$ cat config.mk
export PLATFORM = sky130hd
export DESIGN_NAME = zero_skip_dot_sequencer
export DESIGN_NICKNAME = d
export VERILOG_FILES = /design/src/rtl/zero_skip_dot_sequencer.sv
export SDC_FILE = /design/constraint.sdc
export NUM_CORES = 1
export LEC_CHECK = 0
export BUFFER_PORTS_ARGS = -buffer_cell sky130_fd_sc_hd__buf_2
export CAP_MARGIN = 20
export CORE_MARGIN = 2
export CORE_UTILIZATION = 56
export CTS_BUF_LIST = sky130_fd_sc_hd__clkbuf_8
export CTS_CLUSTER_DIAMETER = 80
export DETAILED_ROUTE_END_ITERATION = 8
export MAX_ROUTING_LAYER = met4
export PLACE_DENSITY = 0.79
export SYNTH_ARGS = -nofsm -noshare
export SYNTH_HDL_FRONTEND = slang
export SYNTH_HIERARCHICAL = 1
export SYNTH_SLANG_ARGS = --single-unit
$ cat constraint.sdc
create_clock -name clk -period 4.7 [get_ports clk]
set_input_delay 0.94 -clock clk [delete_from_list [all_inputs] [get_ports clk]]
set_output_delay 0.94 -clock clk [all_outputs]
set_load 0.01 [all_outputs]
$ cat src/rtl/zero_skip_dot_sequencer.sv
// Dot-product sequencer: streams operand pairs through a zero-skipping multiplier,
// accumulates the products and counts how many were skipped because an operand was zero.

module zero_detect_mult (
    input  logic        clk,
    input  logic        rst,
    input  logic        valid_in,
    input  logic [7:0]  a,
    input  logic [7:0]  b,
    output logic        valid_out,
    output logic [15:0] result,
    output logic        skipped
);
    logic        valid_q, valid_d;
    logic [15:0] result_q, result_d;
    logic        skipped_q, skipped_d;
    logic        zero_c;

    // A zero operand bypasses the multiply and is flagged for sparsity statistics
    always_comb begin
        zero_c    = (a == 8'd0) || (b == 8'd0);
        valid_d   = valid_in;
        result_d  = zero_c ? 16'd0 : 16'(a) * 16'(b);
        skipped_d = valid_in & zero_c;
    end

    always_ff @(posedge clk) begin
        if (rst) begin
            valid_q   <= 1'b0;
            result_q  <= 16'd0;
            skipped_q <= 1'b0;
        end else begin
            valid_q   <= valid_d;
            result_q  <= result_d;
            skipped_q <= skipped_d;
        end
    end

    assign valid_out = valid_q;
    assign result    = result_q;
    assign skipped   = skipped_q;
endmodule

module zero_skip_dot_sequencer #(
    parameter int unsigned LEN_W = 8,
    parameter int unsigned ACC_W = 32
) (
    input  logic             clk,
    input  logic             rst,
    input  logic             start,
    input  logic [LEN_W-1:0] length,
    input  logic             in_valid,
    output logic             in_ready,
    input  logic [7:0]       in_a,
    input  logic [7:0]       in_b,
    output logic             busy,
    output logic             done,
    output logic [ACC_W-1:0] acc_out,
    output logic [LEN_W-1:0] skip_count
);
    localparam logic [1:0] S_IDLE  = 2'd0;
    localparam logic [1:0] S_RUN   = 2'd1;
    localparam logic [1:0] S_DRAIN = 2'd2;
    localparam logic [1:0] S_DONE  = 2'd3;

    logic [1:0]       state_q, state_d;
    logic [LEN_W-1:0] len_q, len_d;
    logic [LEN_W-1:0] issue_cnt_q, issue_cnt_d;
    logic [LEN_W-1:0] retire_cnt_q, retire_cnt_d;
    logic [ACC_W-1:0] acc_q, acc_d;
    logic [LEN_W-1:0] skip_q, skip_d;
    logic             in_ready_q, in_ready_d;
    logic             busy_q, busy_d;
    logic             done_q, done_d;

    logic             mul_valid_in_c;
    logic             mul_valid_out;
    logic [15:0]      mul_result;
    logic             mul_skipped;

    zero_detect_mult u_mult (
        .clk       (clk),
        .rst       (rst),
        .valid_in  (mul_valid_in_c),
        .a         (in_a),
        .b         (in_b),
        .valid_out (mul_valid_out),
        .result    (mul_result),
        .skipped   (mul_skipped)
    );

    always_comb begin
        state_d        = state_q;
        len_d          = len_q;
        issue_cnt_d    = issue_cnt_q;
        retire_cnt_d   = retire_cnt_q;
        acc_d          = acc_q;
        skip_d         = skip_q;
        mul_valid_in_c = 1'b0;

        // Retire path is independent of state so the pipeline always drains
        if (mul_valid_out) begin
            acc_d        = acc_q + ACC_W'(mul_result);
            skip_d       = skip_q + LEN_W'(mul_skipped);
            retire_cnt_d = retire_cnt_q + LEN_W'(1);
        end

        case (state_q)
            S_IDLE: begin
                if (start) begin
                    acc_d  = '0;
                    skip_d = '0;
                    if (length != '0) begin
                        len_d        = length;
                        issue_cnt_d  = '0;
                        retire_cnt_d = '0;
                        state_d      = S_RUN;
                    end else begin
                        state_d = S_DONE;
                    end
                end
            end
            S_RUN: begin
                if (in_valid && in_ready_q) begin
                    mul_valid_in_c = 1'b1;
                    issue_cnt_d    = issue_cnt_q + LEN_W'(1);
                    if (issue_cnt_q + LEN_W'(1) == len_q) begin
                        state_d = S_DRAIN;
                    end
                end
            end
            S_DRAIN: begin
                if (retire_cnt_q == len_q) begin
                    state_d = S_DONE;
                end
            end
            default: begin
                state_d = S_IDLE;
            end
        endcase

        in_ready_d = (state_d == S_RUN);
        busy_d     = (state_d != S_IDLE);
        done_d     = (state_d == S_DONE);
    end

    always_ff @(posedge clk) begin
        if (rst) begin
            state_q      <= S_IDLE;
            len_q        <= '0;
            issue_cnt_q  <= '0;
            retire_cnt_q <= '0;
            acc_q        <= '0;
            skip_q       <= '0;
            in_ready_q   <= 1'b0;
            busy_q       <= 1'b0;
            done_q       <= 1'b0;
        end else begin
            state_q      <= state_d;
            len_q        <= len_d;
            issue_cnt_q  <= issue_cnt_d;
            retire_cnt_q <= retire_cnt_d;
            acc_q        <= acc_d;
            skip_q       <= skip_d;
            in_ready_q   <= in_ready_d;
            busy_q       <= busy_d;
            done_q       <= done_d;
        end
    end

    assign in_ready   = in_ready_q;
    assign busy       = busy_q;
    assign done       = done_q;
    assign acc_out    = acc_q;
    assign skip_count = skip_q;
endmodule

* Word level (Yosys, flattened, before mapping)
Index checks and enable logic that the tools add are counted.
** Storage, ports and cells
- Output and inout port bits :: 43
- Bits of input ports :: 28
- Register bits :: 87
- Word-level logic and storage cells :: 60
** Operators by class
- Equal/unequal tests :: 9
- Mux-type cells :: 22
- Add/sub/neg operators :: 4
- Reductions and logical operators :: 11
- Multipliers :: 1
- Bitwise operators :: 1
** Operator list (count)
- $mux W32 :: 3
- $mux W8 :: 10
- $add A32 B16 Y32 :: 1
- $add A8 B1 Y8 const B :: 2
- $eq A8 B8 Y1 :: 2
- $logic_not A8 Y1 :: 2
- $mul A8 B8 Y16 :: 1
- $pmux W8 S2 :: 1
- $mux W2 :: 5
- $add A8 B1 Y8 :: 1
- $reduce_bool A8 Y1 :: 1
- $ne A2 B2 Y1 const B :: 3
- $pmux W2 S3 :: 1
- $eq A2 B1 Y1 const B :: 2
- $eq A2 B2 Y1 const B :: 2
- $reduce_and A4 Y1 :: 1
- $reduce_bool A2 Y1 :: 2
- $reduce_and A3 Y1 :: 1
- $logic_not A2 Y1 :: 1
- $mux W1 :: 2
- $reduce_or A2 Y1 :: 1
- $and A1 B1 Y1 :: 1
- $logic_and A1 B1 Y1 :: 1
- $logic_or A1 B1 Y1 :: 1

* Logic depth before layout (Yosys ltp)
Gate-level depths: netlist of run 1.
- Depth after elaboration :: 6
- Depth in mapped cells :: 15
- Mapped depth without buffers :: 15

* Cells and area by module
Netlist of run 1, hierarchy kept.
** Modules (own cells, without submodules)
- zero_skip_dot_sequencer :: area each 4087.7 um^2, cells each 494, times used 1
- zero_detect_mult :: area each 2617.5 um^2, cells each 288, times used 1

* Least setup slack after synthesis of run 1
No wires, ideal clock.
- Path kind :: input-to-reg
- Start point :: input port in_a[3]
- End point :: register u_mult.result_q[14], in the netlist u_mult/result[14]
- Setup slack :: 28 ps
- Cell stages on the path :: 15
- Arrival time :: 4551 ps
- Cell sequence :: and2_1 -> fa_1 -> inv_1 -> fa_1 -> inv_1 -> fa_1 -> inv_1 -> fa_1 -> inv_1 -> ha_1 -> a21oi_2 -> o211ai_2 -> a2111oi_2 -> or3_1 -> a21oi_1
** Between the ends
- Cells in the longest elaborated chain, start to end :: 3
** RTL lines
- start: declaration :: RTL line 54 : input logic [7:0] in_a,
- branches (longest 3 deep; another with $mul A8 B8 Y16)
- end signal: assignment :: RTL line 34 : result_q <= result_d;
- end: declaration :: RTL line 15 : logic [15:0] result_q, result_d;
Parallel ways; which one is timed is not known.
A chain may end at the register's enable or synchronous reset.

* Worst setup path in the final report of run 1
Same ends and word-level chain as after synthesis.

==> parameters.txt, run 1 <==
Parameter                              Value

Cells and area
  Area of combinational cells with multiple inputs ... 4640 um^2
  Share of final-layout standard cells stronger than drive strength 1 ... between 10% and 20%
  Area occupied by registers ... between 1500 and 2000 um^2
  Finished layout cell area ... 7590 um^2
  Number of standard cells in the layout, taps in and fillers out ... 1014
  Area overhead of the layout relative to synthesis ... 13.1%
  Layout filler cell count ... 948
  Total number of nets in the final design ... 988
  Antenna diodes ... 0

Critical path
  Startpoint of the worst register-to-register path ... acc_out[0]$_SDFF_PP0_
  R2R cell count ... 8
  Critical path class ... in -> reg
  Data required time at the worst endpoint ... 4.96 ns
  Origin of the worst setup path ... in_a[3]
  Critical Path Start Type ... primary input
  Top fanout value on the critical path ... 4
  Worst endpoint data arrival time ... around 4.9 ns
  Sort of element at the end of the critical path ... flop
  Worst-case register-to-register setup slack ... 2.19 ns
  Worst r2r dst ... acc_out[28]$_SDFF_PP0_

Placed design
  Cell count after placement ... between 900 and 1k
  Detailed placement HPWL ... around 12 mm
  Number of buffer cells added on primary ports ... 70
  Final weighted congestion of routability-driven global placement ... slightly above 0.9
  DP Area ... approximately 7400 um^2

STA
  Final hold violations ... 0
  Final critical-path required period ... 4.62 ns
  Worst slew margin ... 40.2%
  Max Freq ... 217 MHz
  Setup-violating endpoint count in the final report ... 0
  Skew final ... between 0.015 and 0.02 ns
  Fin. max-slew vios ... 0
  Period utilization ... between 90% and 100%
  Slew of the pin with the lowest slew margin ... about 0.9 ns
  Min Hold Slack ... around 0.48 ns
  Total negative slack ... 0 ns

Yosys
  Register bit count reported by yosys ... 87
  Area share of the leading cell type in the synthesized netlist ... approximately 26%
  Share of flip-flops with an asynchronous set or reset after synthesis ... 0%
  Cells after Synth ... 782
  Seq/Total Area, Yosys ... 26.0%
  Largest area contributor in the synthesized netlist ... sky130_fd_sc_hd__dfxtp_1
  Top cells by area in the synthesized netlist ... sky130_fd_sc_hd__dfxtp_1 26%, sky130_fd_sc_hd__fa_1 11%, sky130_fd_sc_hd__ha_1 10%
  Predominant post-synthesis flop cell ... sky130_fd_sc_hd__dfxtp_1
  Synth Area per Inst ... between 8 and 9 um^2
  Net count after synthesis ... between 900 and 1k
  Warnings, synthesis ... 6
  Synth Cell Area ... about 6700 um^2
  Number of synthesized flops with an enable pin ... 0
  Cell variety after synth ... between 60 and 70

Routing
  Post-route DRC ... 0
  DRT iter0 DRCs ... roughly 360
  First-pass iteration count of the detailed router ... 5
  Via/cell ratio ... 5.77
  Total number of vias ... around 5.8k
  Total detailed-routing wirelength ... ~15 mm
  Antenna Nets Post-Route ... 0
  Average routed wire per standard cell ... around 15 um

Hold path
  Start point of the worst min-delay path ... acc_out[31]$_SDFF_PP0_
  Class of the tightest hold or removal check ... reg -> reg
  Hold EP ... acc_out[31]$_SDFF_PP0_
  Number of stages on the worst hold path ... 2

Outcome
  Status ... completed

Clock tree
  Clock tree root buffer cell ... sky130_fd_sc_hd__clkbuf_8
  CTS sink count ... between 80 and 90
  CTS hold repair buffers ... 0
  Maximum root-to-sink buffer count ... 2
  Buffer count from post-CTS setup fixing ... 0
  Cts repair resizes ... 0
  Skew-Pair Late Insertion Delay ... between 0.3 and 0.4 ns
  Inserted Clock Buffers ... 9
  Total number of H-tree levels ... 3
  TritonCTS clock tree ... yes
  CTS clk-pin slew, worst paths ... around 0.080 ns

Power
  Total power divided by cell area ... between 300 and 400 nW/um^2
  Worst voltage drop across the vdd grid ... between 150 and 200 uV
  Overall power consumption ... between 2 and 2.5 mW
  Leakage ... approximately 3.5 nW

Floorplan
  Boundary pin count ... 71
  Floorplan die area ... between 10000 and 15000 um^2
  Core region area ... ~12000 um^2
  Num rows ... 39
  Horizontal extent of the die ... roughly 110 um
  Starting Density ... between 50% and 60%
  Chip Height ... approximately 110 um

GRT
  Maximum number of pins on one net before global-route repair ... 46
  Number of antenna violations at the first check in global routing ... 0
  Total overflow reported by the global router ... 0
  Via count of the first global-routing pass ... 5844
  Wire length of the first global-routing pass ... between 20 and 30 mm
  Total track usage ... 24.6%

Job
  Max-cap violation count ... 0
-- critical path, cell delays in order --
cell                        delay [ns]
sky130_fd_sc_hd__buf_2            0.11
sky130_fd_sc_hd__and2_1           0.17
sky130_fd_sc_hd__fa_1             0.53
sky130_fd_sc_hd__inv_1            0.05
sky130_fd_sc_hd__fa_1             0.47
sky130_fd_sc_hd__inv_1            0.06
sky130_fd_sc_hd__fa_1             0.53
sky130_fd_sc_hd__inv_1            0.05
sky130_fd_sc_hd__fa_1             0.52
sky130_fd_sc_hd__inv_1            0.04
sky130_fd_sc_hd__ha_1             0.34
sky130_fd_sc_hd__a21oi_2          0.21
sky130_fd_sc_hd__o211ai_2         0.15
sky130_fd_sc_hd__a2111oi_4        0.39
sky130_fd_sc_hd__o21ai_0          0.15
sky130_fd_sc_hd__a21oi_1          0.18
-- through the flow --
stage | setup slack, ns | util [%]
finish | 0.0845 | 65.6
detailed placement | -0.236 | 63.7
CTS | 0.132 | 65.5
floorplan | 0.0276 | -
global route | -0.0193 | 65.6
global placement | -0.151 | 63.7
-- synthesized netlist by cell type (6+ instances only) --
master and n:
sky130_fd_sc_hd__ha_1 56, sky130_fd_sc_hd__or4_1 8, sky130_fd_sc_hd__nand2_1 73, sky130_fd_sc_hd__or3_1 15, sky130_fd_sc_hd__nand2b_1 6, sky130_fd_sc_hd__clkbuf_1 16, sky130_fd_sc_hd__dfxtp_1 87, sky130_fd_sc_hd__o21ai_0 24
sky130_fd_sc_hd__a2111o_1 6, sky130_fd_sc_hd__nor2_1 55, sky130_fd_sc_hd__and4_1 6, sky130_fd_sc_hd__and2_1 55, sky130_fd_sc_hd__inv_1 54, sky130_fd_sc_hd__a31oi_1 6, sky130_fd_sc_hd__mux2i_1 20, sky130_fd_sc_hd__a21o_1 11
sky130_fd_sc_hd__nor2b_1 6, sky130_fd_sc_hd__nor3_1 9, sky130_fd_sc_hd__xnor2_1 18, sky130_fd_sc_hd__fa_1 37, sky130_fd_sc_hd__xor2_1 23, sky130_fd_sc_hd__and3_1 13, sky130_fd_sc_hd__nand4_1 12, sky130_fd_sc_hd__a21oi_1 53
sky130_fd_sc_hd__buf_2 8, sky130_fd_sc_hd__nand3_1 27, sky130_fd_sc_hd__a211oi_1 6, sky130_fd_sc_hd__nor3b_1 6
-- worst max path at each step --
stage | to | slack, ns
after floorplan | u_mult/result[14]$_SDFF_PP0_ | 0.03
after global placement | u_mult/result[14]$_SDFF_PP0_ | -0.15
after detailed placement | u_mult/result[14]$_SDFF_PP0_ | -0.24
after CTS | u_mult/result[14]$_SDFF_PP0_ | 0.13
after global routing | u_mult/result[14]$_SDFF_PP0_ | -0.02
final | u_mult/result[14]$_SDFF_PP0_ | 0.08
-- power by group --
part           leakage, nW  switching, mW  total [mW]  internal [mW]
clock                0.113          0.248       0.555          0.307
combinational         2.67          0.568        1.05          0.486
sequential           0.707         0.0258       0.812          0.787
total                 3.49          0.841        2.42           1.58
-- layout make-up --
type	instances	area share, %
multi-input combinational	612	61.2
sequential	87	23.0
timing repair buffer	103	8.05
inverter	54	2.67
tap	143	2.36
clock buffer	10	1.81
clock inverter	5	0.973
-- per-layer routing --
layer | wire, um | global-route usage [%]
met1 | 6810 | 31.3
met2 | 7230 | 40.3
met3 | 526 | 3.93
met4 | 261 | 8.21
met5 | 0 | -
-- sequential cells by signal, summed over array words and instances, names as in the netlist --
name / flops
u_mult/result: 16
retire_cnt_q: 8
done: 1
acc_out: 32
u_mult/skipped: 1
in_ready: 1
busy: 1
issue_cnt_q: 8
state_q: 2
len_q: 8
skip_count: 8
u_mult/valid_out: 1
-- cells in the final DEF, fill, tap and decap left out, types with 4 or more instances in the layout --
master | synthesis | layout
sky130_fd_sc_hd__dfxtp_1 | 87 | 87
sky130_fd_sc_hd__nand2_1 | 73 | 73
sky130_fd_sc_hd__buf_2 | 8 | 70
sky130_fd_sc_hd__ha_1 | 56 | 56
sky130_fd_sc_hd__inv_1 | 54 | 55
sky130_fd_sc_hd__nor2_1 | 55 | 55
sky130_fd_sc_hd__and2_1 | 55 | 55
sky130_fd_sc_hd__a21oi_1 | 53 | 53
sky130_fd_sc_hd__fa_1 | 37 | 37
sky130_fd_sc_hd__buf_4 | 0 | 32
sky130_fd_sc_hd__nand3_1 | 27 | 27
sky130_fd_sc_hd__o21ai_0 | 24 | 23
sky130_fd_sc_hd__xor2_1 | 23 | 23
sky130_fd_sc_hd__mux2i_1 | 20 | 20
sky130_fd_sc_hd__xnor2_1 | 18 | 18
sky130_fd_sc_hd__or3_1 | 15 | 15
sky130_fd_sc_hd__and3_1 | 13 | 13
sky130_fd_sc_hd__nand4_1 | 12 | 12
sky130_fd_sc_hd__a21o_1 | 11 | 11
sky130_fd_sc_hd__clkbuf_8 | 0 | 10
sky130_fd_sc_hd__nor3_1 | 9 | 9
sky130_fd_sc_hd__or4_1 | 8 | 8
sky130_fd_sc_hd__nor2b_1 | 6 | 6
sky130_fd_sc_hd__and4_1 | 6 | 6
sky130_fd_sc_hd__a31oi_1 | 6 | 6
sky130_fd_sc_hd__a211oi_1 | 6 | 6
sky130_fd_sc_hd__nand2b_1 | 6 | 6
sky130_fd_sc_hd__a2111o_1 | 6 | 6
sky130_fd_sc_hd__nor3b_1 | 6 | 5
sky130_fd_sc_hd__o21bai_1 | 5 | 5
sky130_fd_sc_hd__nor4_1 | 4 | 4
sky130_fd_sc_hd__nand3b_1 | 4 | 4
sky130_fd_sc_hd__o21a_1 | 4 | 4
-- cell families (layout without fill, tap and decap cells) --
kind of cell	after synthesis	count (layout)	share of synthesized area (%)
xor gates and xnor gates	41	41	5.36
AOI/OAI and AO/OA	146	146	14.4
adders and majority gates	93	93	21.5
muxes	21	21	3.15
and+or+nand+nor	311	311	24.5
DFF	87	87	26.0
buffers and inverters	83	172	5.08
Note: power is estimated with default switching activity, not from simulation.
==> run 2: changes to the inputs <==
CORE_UTILIZATION = 67   (was 56)
PLACE_DENSITY = 0.88   (was 0.79)
clock period = 5.73 ns   (was 4.7 ns; I/O delays follow)
==> run 2 against run 1 <==
Effect of this change:
- critical path depth is the same
- utilization grew 9.5 points
- count of clock-buffer cells in the layout grew 1
- die area shrank 16%
- non-clock buffer count shrank 30
- sequential share of layout area grew 0.89 points
- sequential cell count is the same
- hold slack lost 0.0029 ns
- cell area shrank 3.7%
- combinational power shrank 26%
- register-to-register slack gained 1.0 ns
- critical endpoint unchanged
- largest cell class unchanged
- highest routed layer unchanged
==> parameters.txt, run 2 (synthesis results as in run 1) <==
Parameter                              Value

STA
  Slew of the pin with the lowest slew margin ... 0.881 ns (was 0.894 ns)
  Total negative slack ... 0 ns (unchanged)
  Worst slew margin ... 40.9% (was 40.2%)
  Setup-violating endpoint count in the final report ... 0 (unchanged)
  Skew final ... 0.0136 ns (was 0.0164 ns)
  Min Hold Slack ... 0.477 ns (was 0.480 ns)
  Final critical-path required period ... about 4.9 ns
  Unrepaired setup endpoints after global routing ... no
  Final hold violations ... 0 (unchanged)
  Max Freq ... 205 MHz
  Fin. max-slew vios ... 0 (unchanged)
  Period utilization ... between 80% and 90%

Critical path
  Family of cells with the greatest summed delay on the critical path ... adder cells (unchanged)
  Critical path class ... in -> reg (unchanged)
  Startpoint of the worst register-to-register path ... acc_out[0]$_SDFF_PP0_ (unchanged)
  Cells along the critical path ... buf_2, and2_1, fa_1, inv_1, fa_1, inv_1, fa_1, inv_1, fa_1, inv_1, ha_1, a21oi_2, o211ai_2, a2111oi_2, o21ai_0, a21oi_1 (was buf_2, and2_1, fa_1, inv_1, fa_1, inv_1, fa_1, inv_1, fa_1, inv_1, ha_1, a21oi_2, o211ai_2, a2111oi_4, o21ai_0, a21oi_1)
  Highest-delay cell along the critical path ... sky130_fd_sc_hd__fa_1 (unchanged)
  Critical Path Start Type ... primary input (unchanged)
  Delay of the slowest cell on the worst path ... 0.53 ns (about the same)
  Data required time at the worst endpoint ... 6.03 ns (was 4.96 ns)
  Number of buffers and inverters on the critical path ... 5 (unchanged)
  Worst endpoint data arrival time ... 5.17 ns (was 4.88 ns)
  Origin of the worst setup path ... in_a[3] (unchanged)
  Sort of element at the end of the critical path ... flop (unchanged)
  Top fanout value on the critical path ... 9 (was 4)

GRT
  Maximum number of pins on one net before global-route repair ... 45 (was 46)
  Total track usage ... 30.6% (was 24.6%)
  Number of antenna violations at the first check in global routing ... 0 (unchanged)
  Total overflow reported by the global router ... 0 (unchanged)
  Via count of the first global-routing pass ... 6023 (was 5844)
  Wire length of the first global-routing pass ... 27.0 mm (was 25.8 mm)

Clock tree
  Cts repair resizes ... 0 (unchanged)
  Maximum root-to-sink buffer count ... 2 (unchanged)
  CTS hold repair buffers ... 0 (unchanged)
  TritonCTS clock tree ... yes (unchanged)
  Buffer count from post-CTS setup fixing ... 0 (unchanged)
  Total number of H-tree levels ... 3 (unchanged)
  Skew-Pair Late Insertion Delay ... 0.37 ns (was 0.36 ns)
  Clock tree root buffer cell ... sky130_fd_sc_hd__clkbuf_8 (unchanged)
  Inserted Clock Buffers ... 9 (unchanged)
  CTS clk-pin slew, worst paths ... 0.09 ns (was 0.08 ns)
  CTS sink count ... 87 (unchanged)

Cells and area
  Area overhead of the layout relative to synthesis ... 8.92% (was 13.1%)
  Commonest non-fill, non-tap cells in the layout ... 87 x sky130_fd_sc_hd__dfxtp_1, 73 x sky130_fd_sc_hd__nand2_1, 70 x sky130_fd_sc_hd__buf_2, 56 x sky130_fd_sc_hd__ha_1 (unchanged)
  Number of standard cells in the layout, taps in and fillers out ... 975 (was 1014)
  Most frequent standard cell in the layout excluding fill and tap cells ... sky130_fd_sc_hd__dfxtp_1 (unchanged)
  Share of final-layout standard cells stronger than drive strength 1 ... 12.7% (was 15.5%)
  Finished layout cell area ... 7300 um^2 (was 7590 um^2)
  Layout filler cell count ... 731 (was 948)
  Antenna diodes ... 0 (unchanged)
  Total number of nets in the final design ... 958 (was 988)
  Flip-flop count of the largest register, all copies and words added ... 32 (unchanged)

Placed design
  Final weighted congestion of routability-driven global placement ... 0.994 (was 0.923)
  Detailed placement HPWL ... 11.8 mm (was 11.5 mm)
  Number of buffer cells added on primary ports ... 70 (unchanged)
  Cell count after placement ... 959 (was 999)
  DP Area ... 7110 um^2 (was 7360 um^2)

Power
  Worst voltage drop across the vdd grid ... 148 uV (was 178 uV)
  Leakage ... 3.33 nW (was 3.49 nW)
  Overall power consumption ... 1.86 mW (was 2.42 mW)
  Total power divided by cell area ... 255 nW/um^2 (was 319 nW/um^2)

Floorplan
  Starting Density ... 68.9% (was 58.0%)
  Boundary pin count ... 71 (unchanged)
  Core region area ... 9730 um^2 (was 11600 um^2)
  Horizontal extent of the die ... 104 um (was 113 um)
  Num rows ... 36 (was 39)
  Chip Height ... 104 um (was 113 um)
  Floorplan die area ... 10800 um^2 (was 12900 um^2)

Hold path
  Class of the tightest hold or removal check ... reg -> reg (unchanged)
  Start point of the worst min-delay path ... acc_out[31]$_SDFF_PP0_ (unchanged)

Routing
  Via/cell ratio ... 6.07 (was 5.77)
  Antenna Nets Post-Route ... 0 (unchanged)
  Post-route DRC ... 0 (unchanged)
  Average routed wire per standard cell ... 16.0 um (was 14.6 um)
  DRT iter0 DRCs ... 399 (was 363)
  Total detailed-routing wirelength ... 15.6 mm (was 14.8 mm)
  Total number of vias ... 5917 (was 5846)
  First-pass iteration count of the detailed router ... 5 (unchanged)

Outcome
  Status ... completed (unchanged)

Job
  Max-cap violation count ... 0 (unchanged)
-- run 2: tightest hold or removal path: stages (launching register included) --
cell	delay, ns
sky130_fd_sc_hd__dfxtp_1	0.33
sky130_fd_sc_hd__nand2_1	0.05
sky130_fd_sc_hd__mux2i_1	0.05
-- run 2: final cells by class --
| class | count | area (um^2) | area share [%] |
|---|---|---|---|
| Multi-Input combinational cell | 612 | 4630 | 63.4 |
| Sequential cell | 87 | 1740 | 23.8 |
| Clock inverter | 5 | 40.0 | 0.548 |
| Inverter | 54 | 203 | 2.78 |
| Tap cell | 133 | 166 | 2.28 |
| Clock buffer | 11 | 151 | 2.07 |
| Timing Repair Buffer | 73 | 373 | 5.11 |
-- run 2: worst paths after layout --
check / end / depth (start not counted) / slack, ns
worst max-delay path: u_mult/result[14]$_SDFF_PP0_ / 16 / 0.86
worst min-delay path: acc_out[31]$_SDFF_PP0_ / 2 / 0.48
worst max register to register: acc_out[24]$_SDFF_PP0_ / 8 / 3.19
worst min register to register: acc_out[31]$_SDFF_PP0_ / 2 / 0.48
-- run 2: metrics by stage --
step / util [%] / setup WS [ns]
4_1_cts: 75.1 / 0.879
2_1_floorplan: - / 0.852
5_1_grt: 75.1 / 0.648
3_3_place_gp: 73.1 / 0.577
3_5_place_dp: 73.1 / 0.484
6_report: 75.1 / 0.856
-- run 2: routing by layer --
layer  wire [um]  global-route usage [%]
met3         896                    5.64
met1        6490                    35.1
met4         551                    13.7
met5           0                       -
met2        7690                    52.3
-- run 2: power by group --
part	switching (mW)	internal [mW]
Clock	0.233	0.185
Combinational	0.455	0.323
Sequential	0.0210	0.645
Total	0.708	1.15
